==> src/rtl/fetch_responder.sv <==
// fetch_responder: turns 16-bit halfword-aligned instruction fetches into one
// or two reads of a 32-bit synchronous program memory and returns the 32-bit
// instruction with the halfword at the request address in [31:16].
// Optional feature: define IMEM_ERR_EN to add the rsp_err port and an
// out-of-range check against MEM_WORDS.
module fetch_responder #(
  parameter int MEM_WORDS = 16384
) (
  input  logic        clk,
  input  logic        rst,
  input  logic        req_valid,
  output logic        req_ready,
  input  logic [15:0] req_addr,
  output logic        rsp_valid,
  input  logic        rsp_ready,
  output logic [31:0] rsp_data,
`ifdef IMEM_ERR_EN
  output logic        rsp_err,
`endif
  output logic        mem_en,
  output logic [13:0] mem_addr,
  input  logic [31:0] mem_rdata
);

  typedef enum logic [1:0] {
    IDLE = 2'd0,
    RD0  = 2'd1,
    RD1  = 2'd2,
    RESP = 2'd3
  } state_t;

  state_t      state_q, state_d;
  logic [13:0] word_q, word_d;       // word index of the first halfword
  logic        half_q, half_d;       // 1: first halfword is in the upper half
  logic [31:0] rsp_data_q, rsp_data_d;
  logic        mem_en_s;
  logic [13:0] mem_addr_s;
  logic        req_err_s;
  logic        unused_s;

  // Byte bit 0 of the address never selects anything; the parameter only
  // matters when the range check is built in.
  assign unused_s = req_addr[0] ^ (MEM_WORDS > 0);

`ifdef IMEM_ERR_EN
  localparam logic [31:0] MEM_LIMIT = 32'(MEM_WORDS);

  logic        rsp_err_q, rsp_err_d;
  logic [13:0] req_next_word_s;

  // Flag a request whose first word, or wrapped second word, is out of range.
  always_comb begin
    req_next_word_s = req_addr[15:2] + 14'd1;
    req_err_s = (32'(req_addr[15:2]) >= MEM_LIMIT) ||
                (req_addr[1] && (32'(req_next_word_s) >= MEM_LIMIT));
  end

  assign rsp_err = rsp_err_q;
`else
  assign req_err_s = 1'b0;
`endif

  // Next-state, datapath loads and memory strobe for the fetch sequence.
  always_comb begin
    state_d    = state_q;
    word_d     = word_q;
    half_d     = half_q;
    rsp_data_d = rsp_data_q;
`ifdef IMEM_ERR_EN
    rsp_err_d  = rsp_err_q;
`endif
    mem_en_s   = 1'b0;
    mem_addr_s = 14'd0;
    case (state_q)
      IDLE: begin
        if (req_valid) begin
          word_d = req_addr[15:2];
          half_d = req_addr[1];
          if (req_err_s) begin
            // Bad fetch: skip memory entirely and answer on the next cycle.
            rsp_data_d = 32'd0;
`ifdef IMEM_ERR_EN
            rsp_err_d  = 1'b1;
`endif
            state_d    = RESP;
          end else begin
            mem_en_s   = 1'b1;
            mem_addr_s = req_addr[15:2];
`ifdef IMEM_ERR_EN
            rsp_err_d  = 1'b0;
`endif
            state_d    = RD0;
          end
        end else begin
          state_d = IDLE;
        end
      end
      RD0: begin
        if (half_q) begin
          // Instruction straddles two words; the 14-bit add wraps naturally.
          rsp_data_d = {mem_rdata[31:16], rsp_data_q[15:0]};
          mem_en_s   = 1'b1;
          mem_addr_s = word_q + 14'd1;
          state_d    = RD1;
        end else begin
          rsp_data_d = {mem_rdata[15:0], mem_rdata[31:16]};
          state_d    = RESP;
        end
      end
      RD1: begin
        rsp_data_d = {rsp_data_q[31:16], mem_rdata[15:0]};
        state_d    = RESP;
      end
      RESP: begin
        if (rsp_ready) begin
          state_d = IDLE;
        end else begin
          state_d = RESP;
        end
      end
      default: begin
        state_d = IDLE;
      end
    endcase
  end

  // State and datapath registers; reset aborts any fetch in flight.
  always_ff @(posedge clk or posedge rst) begin
    if (rst) begin
      state_q    <= IDLE;
      word_q     <= 14'd0;
      half_q     <= 1'b0;
      rsp_data_q <= 32'd0;
`ifdef IMEM_ERR_EN
      rsp_err_q  <= 1'b0;
`endif
    end else begin
      state_q    <= state_d;
      word_q     <= word_d;
      half_q     <= half_d;
      rsp_data_q <= rsp_data_d;
`ifdef IMEM_ERR_EN
      rsp_err_q  <= rsp_err_d;
`endif
    end
  end

  // The memory strobe is combinational, so hold it quiet while in reset.
  assign mem_en    = mem_en_s & ~rst;
  assign mem_addr  = rst ? 14'd0 : mem_addr_s;
  assign req_ready = (state_q == IDLE);
  assign rsp_valid = (state_q == RESP);
  assign rsp_data  = rsp_data_q;

endmodule

==> config.mk <==
export PLATFORM = sky130hd
export DESIGN_NAME = fetch_responder
export DESIGN_NICKNAME = d
export VERILOG_FILES = /design/src/rtl/fetch_responder.sv
export SDC_FILE = /design/constraint.sdc
export NUM_CORES = 1
export LEC_CHECK = 0
export BUFFER_PORTS_ARGS = -buffer_cell sky130_fd_sc_hd__buf_2
export CAP_MARGIN = 10
export CORE_MARGIN = 5
export CORE_UTILIZATION = 35
export CTS_BUF_LIST = sky130_fd_sc_hd__clkbuf_2
export CTS_CLUSTER_SIZE = 10
export DETAILED_ROUTE_END_ITERATION = 6
export PLACE_DENSITY = 0.61
export SLEW_MARGIN = 20
export SYNTH_ARGS = -nofsm -noshare
export SYNTH_HDL_FRONTEND = slang
export SYNTH_SLANG_ARGS = --single-unit
==> constraint.sdc <==
create_clock -name clk -period 4.15 [get_ports clk]
set_input_delay 0.415 -clock clk [delete_from_list [all_inputs] [get_ports clk]]
set_output_delay 0.415 -clock clk [all_outputs]
set_load 0.02 [all_outputs]
# ---- After elaboration in Yosys (flattened, before gate mapping)
# Index checks and enable logic that the tools add are counted.
dict set report op_classes {
  n_bitwise 3
  reduce_logical 5
  n_addsub 1
  eq_ne 4
  muxes 13
}
# op n
set op_table {}
lappend op_table {{case mux 32 bit (2 select lines)} 1}
lappend op_table {{2-to-1 mux 14 bit} 3}
lappend op_table {{2-to-1 mux 32 bit} 1}
lappend op_table {{case mux 14 bit (2 select lines)} 1}
lappend op_table {{adder 14 x 1 -> 14 bit (second input constant)} 1}
lappend op_table {{case mux 2 bit (4 select lines)} 1}
lappend op_table {{AND reduction 2 bit} 3}
lappend op_table {{== test 2 bit (second input constant)} 2}
lappend op_table {{2-to-1 mux 1 bit} 4}
lappend op_table {{== test 2 x 1 -> 1 bit (second input constant)} 1}
lappend op_table {{logical NOT 2 bit} 1}
lappend op_table {{2-to-1 mux 2 bit} 1}
lappend op_table {{inequality test 2 bit (second input constant)} 1}
lappend op_table {{NOT 1 bit} 2}
lappend op_table {{case mux 1 bit (2 select lines)} 1}
lappend op_table {{nonzero test 2 bit} 1}
lappend op_table {{AND 1 bit} 1}
dict set report totals {
  reg_bits 49
  output_inout_bits 49
  inputBits 52
  word_cells 31
}

# ---- Longest topological paths before layout
dict set report depth {
  ltp_word 4
  depth_mapped 6
  depth_no_buf 5
}

# ---- Worst setup path before layout
# No wires, ideal clock.
dict set report synth_path {
  path_type {reg-to-output}
  startpoint {register word_q[0]}
  endpoint {output port mem_addr[6]}
  path_buffers 0
  t_required_ns 3.735
  stages_incl_launch_ff 6
  path_slack_ns 2.220
  t_arrival_ns 1.515
  path_cell_list {dfrtp_1 ha_1 and4_1 nand2_1 xor2_1 o21ai_0}
}
dict set report synth_via {
  elab_chain_cells 4
}
# item line_no
set synth_lines {}
lappend synth_lines {{from (decl)} 33} ;# logic [13:0] word_q, word_d;
lappend synth_lines {{from (signal assigned)} 139} ;# word_q <= word_d;
lappend synth_lines {{adder 14 x 1 -> 14 bit} 103} ;# mem_addr_s = word_q + 14'd1;
lappend synth_lines {{2-to-1 mux 14 bit} 99} ;# if (half_q) begin
lappend synth_lines {{case mux 14 bit (2 select lines)} 74} ;# case (state_q)
lappend synth_lines {{2-to-1 mux 14 bit} 150} ;# assign mem_addr = rst ? 14'd0 : mem_addr_s;
lappend synth_lines {{to (decl)} 21} ;# output logic [13:0] mem_addr,
# No other way between the ends.

# ---- Worst setup path after layout
dict set report layout_path {
  startpoint {register state_q[1]}
  endpoint {output port mem_addr[2]}
}
dict set report layout_via {
  elab_chain_cells 3
  word_cells_on_any_way 4
  classes_between {eq/ne: 1; mux: 2; reduce/logical: 1}
}
# item line_no
set layout_lines {}
lappend layout_lines {{from (decl)} 32} ;# state_t state_q, state_d;
lappend layout_lines {{from (signal assigned)} 138} ;# state_q <= state_d;
lappend layout_lines {{== test 2 x 1 -> 1 bit or logical NOT 2 bit (tied branches)} 74}
lappend layout_lines {{case mux 14 bit (2 select lines) *} 74}
lappend layout_lines {{2-to-1 mux 14 bit *} 150}
# Every way passes the cells marked *; elsewhere a longest branch is shown, timed or not.

==> out/metrics.cfg <==
[run_status]
outcome=complete, no violations

[clocking]
cts_resized=0
h-tree-depth=2
cts_made_buffers=5
clock-sinks=49
clockBufferDepth=2
cts-root-buf=clkbuf_2
cts_tree=yes
post_cts_buffers=0
cts.clk_slew.worst_paths_ns=0.24
clock_latency_ns=0.42

[final_layout]
design_area_um2=3400
regArea_um2=1230
fin_cells=497
fillCellCount=784
layout.nets=448
fin_util_pct=44.0
antenna_cells=0
multi_input_area_um2=1450
area_growth_pct=22.6
layout-drive-gt1-share_pct=32.2

[logic_synthesis]
synthArstFlopShare_pct=100
synth_edf_count=0
ys_ff_latch=49
postSynthCellCount=305
syn_area_um2=2770
synthesis.nets=358
synth_area_per_cell_um2=9.08
synth_cell_types=40
yosysSeqAreaShare_pct=44.3
synth-main-ff-cell=dfrtp_1
synth_warnings=0

[drt]
drtIter0Drc=45
drc=0
via_count=2458
ant_nets=0
drt-pass1-iter-count=4
vias_per_cell=4.95
wirelength_um=7380
wl_per_cell_um=14.8

[hold_path]
min_path_type=in -> reg
whs_path_depth=2

[floorplanning]
die_area_um2=9790
core_um2=7730
die_x_um=99.0
dieHeight_um=99.0
initial_utilization_pct=35.8
rows=32
io_pins=101

[setup_path]
cp_max_fo=24
reg2regPathDepth=3
regToRegStartpoint=state_q[1]$_DFF_PP0_
worstPathArrival_ns=2.42
critPathKind=reg -> out
crit_path_start=state_q[1]$_DFF_PP0_
worst_ep_required_time_ns=3.73
start_kind=flop
r2r-end=rsp_data[21]$_DFFE_PP0P_
regToRegSetupSlack_ns=1.91
cp-end-kind=output pin
cp-endpoint=mem_addr[2]

[sta]
slew-limit-headroom_pct=40.2
fin_skew_ns=0.0137
worst_slack_ns=1.32
tns_ns=0
slew_violations=0
finalHoldViolCount=0
max_clock_freq_ghz=0.353
holdWs_ns=0.164
rsz0062_at_grt=no
fin_crit_sh_pct=68.2
setup_viol=0
period_minus_slack_ns=2.83
tightest_slew_ns=0.897

[power_and_ir_drop]
pwr_density_cell_nw_per_um2=711
fin_total_pwr_mw=2.42
p_leak_nw=1.64
ir_worst_vdd_mv=0.288

[job]
cap_violations=0

[grt]
antenna_found_initial=0
grt_max_degree=41
grt.overflow.total=0
grtUsageTotal_pct=15.1
grt_pass1_vias=2475
grt_pass1_wl_um=12200

[placement]
placed_cells=489
place_area_um2=3320
dp_slack_ns=1.46
port-buffer-count=99
place_congestion=0.791
hpwl_um=5300

report_power, final:
group | switching (mW) | internal [mW] | leakage, nW
sequential | 0.289 | 0.710 | 0.596
combinational | 0.695 | 0.472 | 1.01
clock | 0.152 | 0.0977 | 0.0388
total | 1.14 | 1.28 | 1.64
per-layer routing:
layer	GRT usage, %	part of all wire [%]	up-vias
li1	-	-	1238
met1	19.4	46	1127
met2	24.8	45	88
met3	5.24	8.6	5
met4	3.26	0.76	0
met5	0	0	-
cell type report:
type,count,share of cell area [%]
inverters,1,0.110
clock buffers,5,0.737
repair buffers,103,15.5
clock inverters,2,1.03
well taps,102,3.76
multi-input cells,235,42.7
flip-flops and latches,49,36.1
synthesized netlist by cell type, drive strengths merged (3+ instances only):
master	n	area share, %
a21oi	8	1.4
buf	12	2.2
clkbuf	8	1.1
dfrtp	49	44
mux2i	32	12
nand2	76	10
nand3	9	1.8
nor2	7	1.4
nor3	3	0.54
nor4	3	1.4
o211ai	15	4.1
o21ai	39	7.2
or3	15	3.4
xnor2	8	2.5
xor2	4	1.3
what timing repair did:
| item | 4_1_cts | 5_1_grt |
|---|---|---|
| endpoints found under the setup margin | 0 | 0 |
| endpoints found under the hold margin | 16 | 0 |
| hold buffers | 1 | 0 |
registers in the layout, indices dropped and copies added (netlist names):
register	count
rsp_data	32
half_q	1
state_q	2
word_q	14
logic make-up after synthesis:
| group | share of synthesized area [%] |
|---|---|
| and+or+nand+nor | 22.3 |
| muxes | 12.0 |
| adders and majority gates | 0.452 |
| buffers and inverters | 3.48 |
| xor gates and xnor gates | 3.79 |
| AOI/OAI and AO/OA | 13.7 |
| DFF | 44.3 |
critical path, stage by stage (launching register included):
cell	delay (ns)
dfrtp_1	0.76
nor2_2	0.68
nand2_1	0.19
a21oi_1	0.18
buf_2	0.19
worst min path at each step:
stage / end / from
after floorplan: word_q[13]$_DFFE_PP0P_ / word_q[13]$_DFFE_PP0P_
after global placement: rsp_data[18]$_DFFE_PP0P_ / rsp_data[18]$_DFFE_PP0P_
after detailed placement: rsp_data[20]$_DFFE_PP0P_ / rsp_data[20]$_DFFE_PP0P_
after CTS: state_q[1]$_DFF_PP0_ / rsp_ready
after global routing: state_q[1]$_DFF_PP0_ / rsp_ready
final: state_q[1]$_DFF_PP0_ / rsp_ready
cells in the final DEF (no fill, tap or decap), types with 2 or more instances in the layout:
master | netlist | layout
o21ai_0 | 34 | 34
nand3_1 | 8 | 8
nor2b_1 | 2 | 2
clkbuf_2 | 1 | 5
buf_2 | 10 | 99
o211ai_1 | 15 | 15
nor2_1 | 4 | 4
nor3_1 | 3 | 3
xor2_1 | 4 | 4
dfrtp_1 | 49 | 48
a21oi_1 | 8 | 8
mux2i_1 | 32 | 32
xnor2_1 | 8 | 8
nor2_2 | 2 | 2
o21ai_1 | 4 | 4
nor4_2 | 3 | 3
buf_4 | 1 | 3
or3_1 | 15 | 15
nand2_1 | 75 | 75
No activity file was read; power rests on OpenSTA's default activity.
